### config.mk
export PLATFORM = sky130hd
export DESIGN_NAME = adc_interleave_sched
export DESIGN_NICKNAME = d
export VERILOG_FILES = /design/src/rtl/adc_interleave_sched.sv
export SDC_FILE = /design/constraint.sdc
export NUM_CORES = 1
export LEC_CHECK = 0
export CAP_MARGIN = 20
export CELL_PAD_IN_SITES_DETAIL_PLACEMENT = 2
export CELL_PAD_IN_SITES_GLOBAL_PLACEMENT = 2
export CORE_MARGIN = 4
export CORE_UTILIZATION = 28
export CTS_CLUSTER_SIZE = 12
export DETAILED_ROUTE_END_ITERATION = 7
export PLACE_DENSITY = 0.85
export SYNTH_ARGS = -nofsm -noshare
export SYNTH_HDL_FRONTEND = slang
export SYNTH_SLANG_ARGS = --single-unit
### constraint.sdc
create_clock -name clk -period 1.6 [get_ports clk]
set_input_delay 0.32 -clock clk [delete_from_list [all_inputs] [get_ports clk]]
set_output_delay 0.32 -clock clk [all_outputs]
set_load 0.05 [all_outputs]
### src/rtl/adc_interleave_sched.sv
// Round-robin scheduler that steers a registered 4:1 ADC mux and hands one
// frame of FRAME_LEN samples to a ready/valid downstream.
//
// state | meaning
// IDLE  | waiting for start with a non-empty channel mask
// ARB   | round-robin search among enabled channels with a sample pending
// FILL  | one-cycle wait while the registered mux captures the granted sample
// HOLD  | mux output presented, waiting for ready_out
// DONE  | frame complete, frame_done pulse, back to IDLE
module adc_interleave_sched #(
  parameter int FRAME_LEN = 16,
  parameter int CNT_W     = 8
) (
  input  logic             clk,
  input  logic             GlobalReset,
  input  logic             start,
  input  logic             abort,
  input  logic [3:0]       ch_enable,
  input  logic [3:0]       sample_valid,
  input  logic             ready_out,
  output logic [1:0]       x_adc_select,
  output logic [3:0]       sel_ack,
  output logic             mux_valid,
  output logic             busy,
  output logic             frame_done,
  output logic [CNT_W-1:0] sample_count
);

  typedef enum logic [2:0] {
    IDLE = 3'd0,
    ARB  = 3'd1,
    FILL = 3'd2,
    HOLD = 3'd3,
    DONE = 3'd4
  } state_t;

  state_t           state;
  logic [1:0]       last_grant;
  logic [3:0]       mask;
  logic [3:0]       candidates;
  logic [1:0]       probe;
  logic [1:0]       winner;
  logic             found;
  logic [CNT_W-1:0] count_next;

  assign candidates = mask & sample_valid;
  assign count_next = sample_count + CNT_W'(1);

  // Search starts one past the previous grant; the 2-bit add wraps 3 -> 0 and
  // the last probe lands back on last_grant itself.
  always_comb begin
    found  = 1'b0;
    winner = last_grant;
    probe  = last_grant;
    for (int i = 1; i <= 4; i++) begin
      probe = last_grant + 2'(i);
      if (!found && candidates[probe]) begin
        found  = 1'b1;
        winner = probe;
      end
    end
  end

  always_ff @(posedge clk) begin
    if (!GlobalReset) begin
      state        <= IDLE;
      x_adc_select <= 2'd0;
      sel_ack      <= 4'b0000;
      mux_valid    <= 1'b0;
      busy         <= 1'b0;
      frame_done   <= 1'b0;
      sample_count <= '0;
      last_grant   <= 2'd3;
      mask         <= 4'b0000;
    end else begin
      sel_ack    <= 4'b0000;
      frame_done <= 1'b0;
      if (abort && state != IDLE) begin
        // abort beats a simultaneous handshake: the sample is dropped uncounted
        state     <= IDLE;
        mux_valid <= 1'b0;
        busy      <= 1'b0;
      end else begin
        case (state)
          IDLE: begin
            if (start && ch_enable != 4'b0000) begin
              mask         <= ch_enable;
              sample_count <= '0;
              busy         <= 1'b1;
              state        <= ARB;
            end
          end
          ARB: begin
            if (found) begin
              x_adc_select <= winner;
              sel_ack      <= 4'b0001 << winner;
              last_grant   <= winner;
              state        <= FILL;
            end
          end
          FILL: begin
            mux_valid <= 1'b1;
            state     <= HOLD;
          end
          HOLD: begin
            if (ready_out) begin
              sample_count <= count_next;
              mux_valid    <= 1'b0;
              if (count_next == CNT_W'(FRAME_LEN)) begin
                frame_done <= 1'b1;
                busy       <= 1'b0;
                state      <= DONE;
              end else begin
                state <= ARB;
              end
            end
          end
          DONE: begin
            state <= IDLE;
          end
          default: begin
            state     <= IDLE;
            mux_valid <= 1'b0;
            busy      <= 1'b0;
          end
        endcase
      end
    end
  end

endmodule

==> results.sh <==
export IMPL_status="completed"
export IMPL_p_clk_frac=0.359
export IMPL_io_buffer_count=29
export IMPL_endpoint_kind="flip-flop"
export IMPL_firstDrtPassIters=2
export IMPL_antenna_found_initial=0
export IMPL_worstPathArrival_ns=1.80
export IMPL_dieArea_sq_um=5700
export IMPL_period_share=0.990
export IMPL_synthSimpleGateAreaFrac=0.307
export IMPL_setup_tns_final_ns=0
export IMPL_ys_types=41
export IMPL_power_share_sequential=0.437
export IMPL_worst_ep_required_time_ns=1.81
export IMPL_combPwrFrac=0.205
export IMPL_drc_errors=0
export IMPL_reg2regPathDepth=6
export IMPL_insertion_delay_ns=0.28
export IMPL_rsz0062_at_grt="yes"
export IMPL_synth_xor_area_frac=0.00686
export IMPL_synth_top_area_frac=0.408
export IMPL_vias=1484
export IMPL_ys_warn_count=0
export IMPL_cp_endpoint="x_adc_select[1]$_SDFFE_PN0P_"
export IMPL_slew_violations=0
export IMPL_avgRoutedWirePerCell_um=22.0
export IMPL_synth_area_top_cells="dfxtp_1 41%, a21oi_1 5.9%, nand2_1 5.6%"
export IMPL_grt_use_met3=0.0356
export IMPL_slew_headroom=0.790
export IMPL_cts_hold_buf=0
export IMPL_synth_avg_cell_area_sq_um=8.03
export IMPL_dp_cells=261
export IMPL_worstMarginPinSlew_ns=0.306
export IMPL_grt_start_max_net_pins=16
export IMPL_syn_cell_area_sq_um=1280
export IMPL_cts_tree="yes"
export IMPL_antenna_cells=0
export IMPL_row_count=24
export IMPL_path_max_fanout=4
export IMPL_synth_seq_cells=26
export IMPL_grt_overflow=0
export IMPL_yosysTopAreaCell="dfxtp_1"
export IMPL_cts_path_max_buffers=2
export IMPL_max_cap_violations=0
export IMPL_grt_pass1_vias=1668
export IMPL_die_h_um=75.5
export IMPL_synth_compound_area_frac=0.202
export IMPL_place_congestion=0.852
export IMPL_avgViaCountPerCell=5.38
export IMPL_drive_gt1_frac=0.455
export IMPL_synth_fa_ha_area_frac=0.0176
export IMPL_grt_busiest_layer="met2"
export IMPL_grt_met1_usage=0.245
export IMPL_critPathLaunch="sample_valid[3]"
export IMPL_p_int_uw=1150
export IMPL_synth_edff_count=0
export IMPL_final_cells=276
export IMPL_setup_violations=0
export IMPL_grtUsageTotal=0.215
export IMPL_syn_nets=173
export IMPL_ys_flop_type="dfxtp_1"
export IMPL_synthCells=159
export IMPL_async_flop_share=0
export IMPL_hold_slack_ns=0.472
export IMPL_hold_path_startpoint="ch_enable[2]"
export IMPL_use_met2=0.402
export IMPL_synth_top_family_by_area="simple AND/OR/NAND/NOR gates"
export IMPL_rr_startpoint="state[1]$_SDFFE_PP0P_"
export IMPL_max_freq_ghz=0.631
export IMPL_switching_share=0.275
export IMPL_root_buffer="clkbuf_8"
export IMPL_layout_nets=239
export IMPL_r2r_slack_ns=0.05
export IMPL_cts_buffers=3
export IMPL_start_kind="input pin"
export IMPL_reg2reg_to="sample_count[6]$_SDFFE_PN0P_"
export IMPL_synthMuxAreaShare=0.0235
export IMPL_final_min_clock_period_ns=1.58
export IMPL_drt_wl_total_um=6070
export IMPL_htreeDepth=1
export IMPL_hold_path_class="input pin to flip-flop"
export IMPL_core_sq_um=4380
export IMPL_power_density_nw_per_um2=700
export IMPL_ant_nets=0
export IMPL_start_util=0.291
export IMPL_die_w_um=75.5
export IMPL_grt_pass1_wl_um=8980
export IMPL_area_delta_synth_final_pct=77.0
export IMPL_finalClockSkew_ns=0.00143
export IMPL_dp_hpwl_um=4000
export IMPL_clock_sinks=26
export IMPL_p_leak_uw=0.000880
export IMPL_hold_violations=0
export IMPL_drtIter0Drc=69
export IMPL_ir_drop_uv=526
export IMPL_power_switching_uw=435
export IMPL_path_clk_slew_ns=0.10
export IMPL_path_class="input pin to flip-flop"
export IMPL_ys_seq_area_frac=0.408
export IMPL_io_pin_count=30
-- cell usage after synthesis (2+ instances only) --
cell type   n
a22oi_1     2
nor2_1     16
buf_2       3
clkbuf_1    3
inv_2       2
nand3_1    10
nand2_1    19
o21ai_1     6
mux2i_1     3
nand4_1     3
a21oi_1    15
nand3b_1    2
dfxtp_1    26
o21ai_0     5
a31oi_1     5
and2_1      2
nor3b_1     3
inv_1       3
a311oi_2    2
nor3_1      6
nand2b_1    3
-- metal layers --
metal | wire [um] | vias up | share of wire
met5 | 0 | - | 0
met3 | 215 | 11 | 0.035
met4 | 126 | 0 | 0.021
li1 | - | 708 | -
met2 | 3410 | 30 | 0.56
met1 | 2320 | 735 | 0.38
-- through the flow --
| stage | setup WS (ns) | power (uW) | utilization | area (sq um) |
|---|---|---|---|---|
| 6_report | 0.0156 | 1580 | 0.515 | 2260 |
| 5_1_grt | -0.0826 | 1630 | 0.515 | 2260 |
| 4_1_cts | -0.00666 | 1550 | 0.471 | 2070 |
| 3_5_place_dp | -0.460 | 970 | 0.435 | 1910 |
| 3_3_place_gp | -0.365 | 949 | 0.435 | 1910 |
| 2_1_floorplan | 0.0443 | 820 | - | 1290 |
-- cells in the final DEF (no fill, tap or decap), types with 6 or more instances in the layout --
cell type / instances
dfxtp_1: 17
a21oi_1: 13
nor2_1: 13
nand3_1: 7
buf_12: 10
buf_4: 44
nand2_1: 16
dfxtp_4: 6
-- kinds of logic after synthesis --
family,Yosys count
mux,3
flops,26
fa+ha+maj,2
buf+inv,11
simple gates,75
xor+xnor,1
compound gates,41
-- power by group through the flow --
| stage | combinational (uW) | clock, uW | sequential, uW |
|---|---|---|---|
| 2_1_floorplan | 101 | 0 | 719 |
| 3_3_place_gp | 251 | 0 | 698 |
| 3_5_place_dp | 269 | 0 | 701 |
| 4_1_cts | 286 | 572 | 688 |
| 5_1_grt | 348 | 590 | 693 |
| 6_report | 324 | 567 | 690 |
-- layout make-up --
| cell class | count | area, sq um |
|---|---|---|
| fill | 453 | 2130 |
| multi-input combinational | 123 | 903 |
| timing repair buffer | 66 | 653 |
| sequential | 26 | 547 |
| tap | 52 | 65.1 |
| clock buffer | 3 | 41.3 |
| clock inverter | 1 | 30.0 |
| inverter | 5 | 18.8 |
-- state kept, by name (all words and copies together), names as in the netlist --
signal,flops
mask,4
mux_valid,1
sel_ack,4
busy,1
x_adc_select,2
frame_done,1
last_grant,2
state,3
sample_count,8
-- critical path, cell delays in order --
cell and delay (ns):
clkdlybuf4s50_1 0.47, nand2_2 0.09, buf_4 0.16, a2bb2oi_1 0.14
mux2i_2 0.27, nand2_1 0.16, a21oi_1 0.17
-- how the worst min path moves through the flow --
stage | to | slack [ns] | depth (start not counted)
finish | mask[2]$_SDFFE_PN0P_ | 0.47 | 3
CTS | mask[2]$_SDFFE_PN0P_ | 0.47 | 3
global route | mask[2]$_SDFFE_PN0P_ | 0.49 | 3
global placement | mask[1]$_SDFFE_PN0P_ | 0.45 | 2
floorplan | mask[1]$_SDFFE_PN0P_ | 0.44 | 2
detailed placement | mask[1]$_SDFFE_PN0P_ | 0.46 | 2
-- what timing repair did --
action                     4_1_cts  5_1_grt
pin swaps                        7       11
cloned                           0        1
resized for setup               23       28
buffers inserted                 1        9
setup endpoints to repair       19       21
No activity file was read; power rests on OpenSTA's default activity.
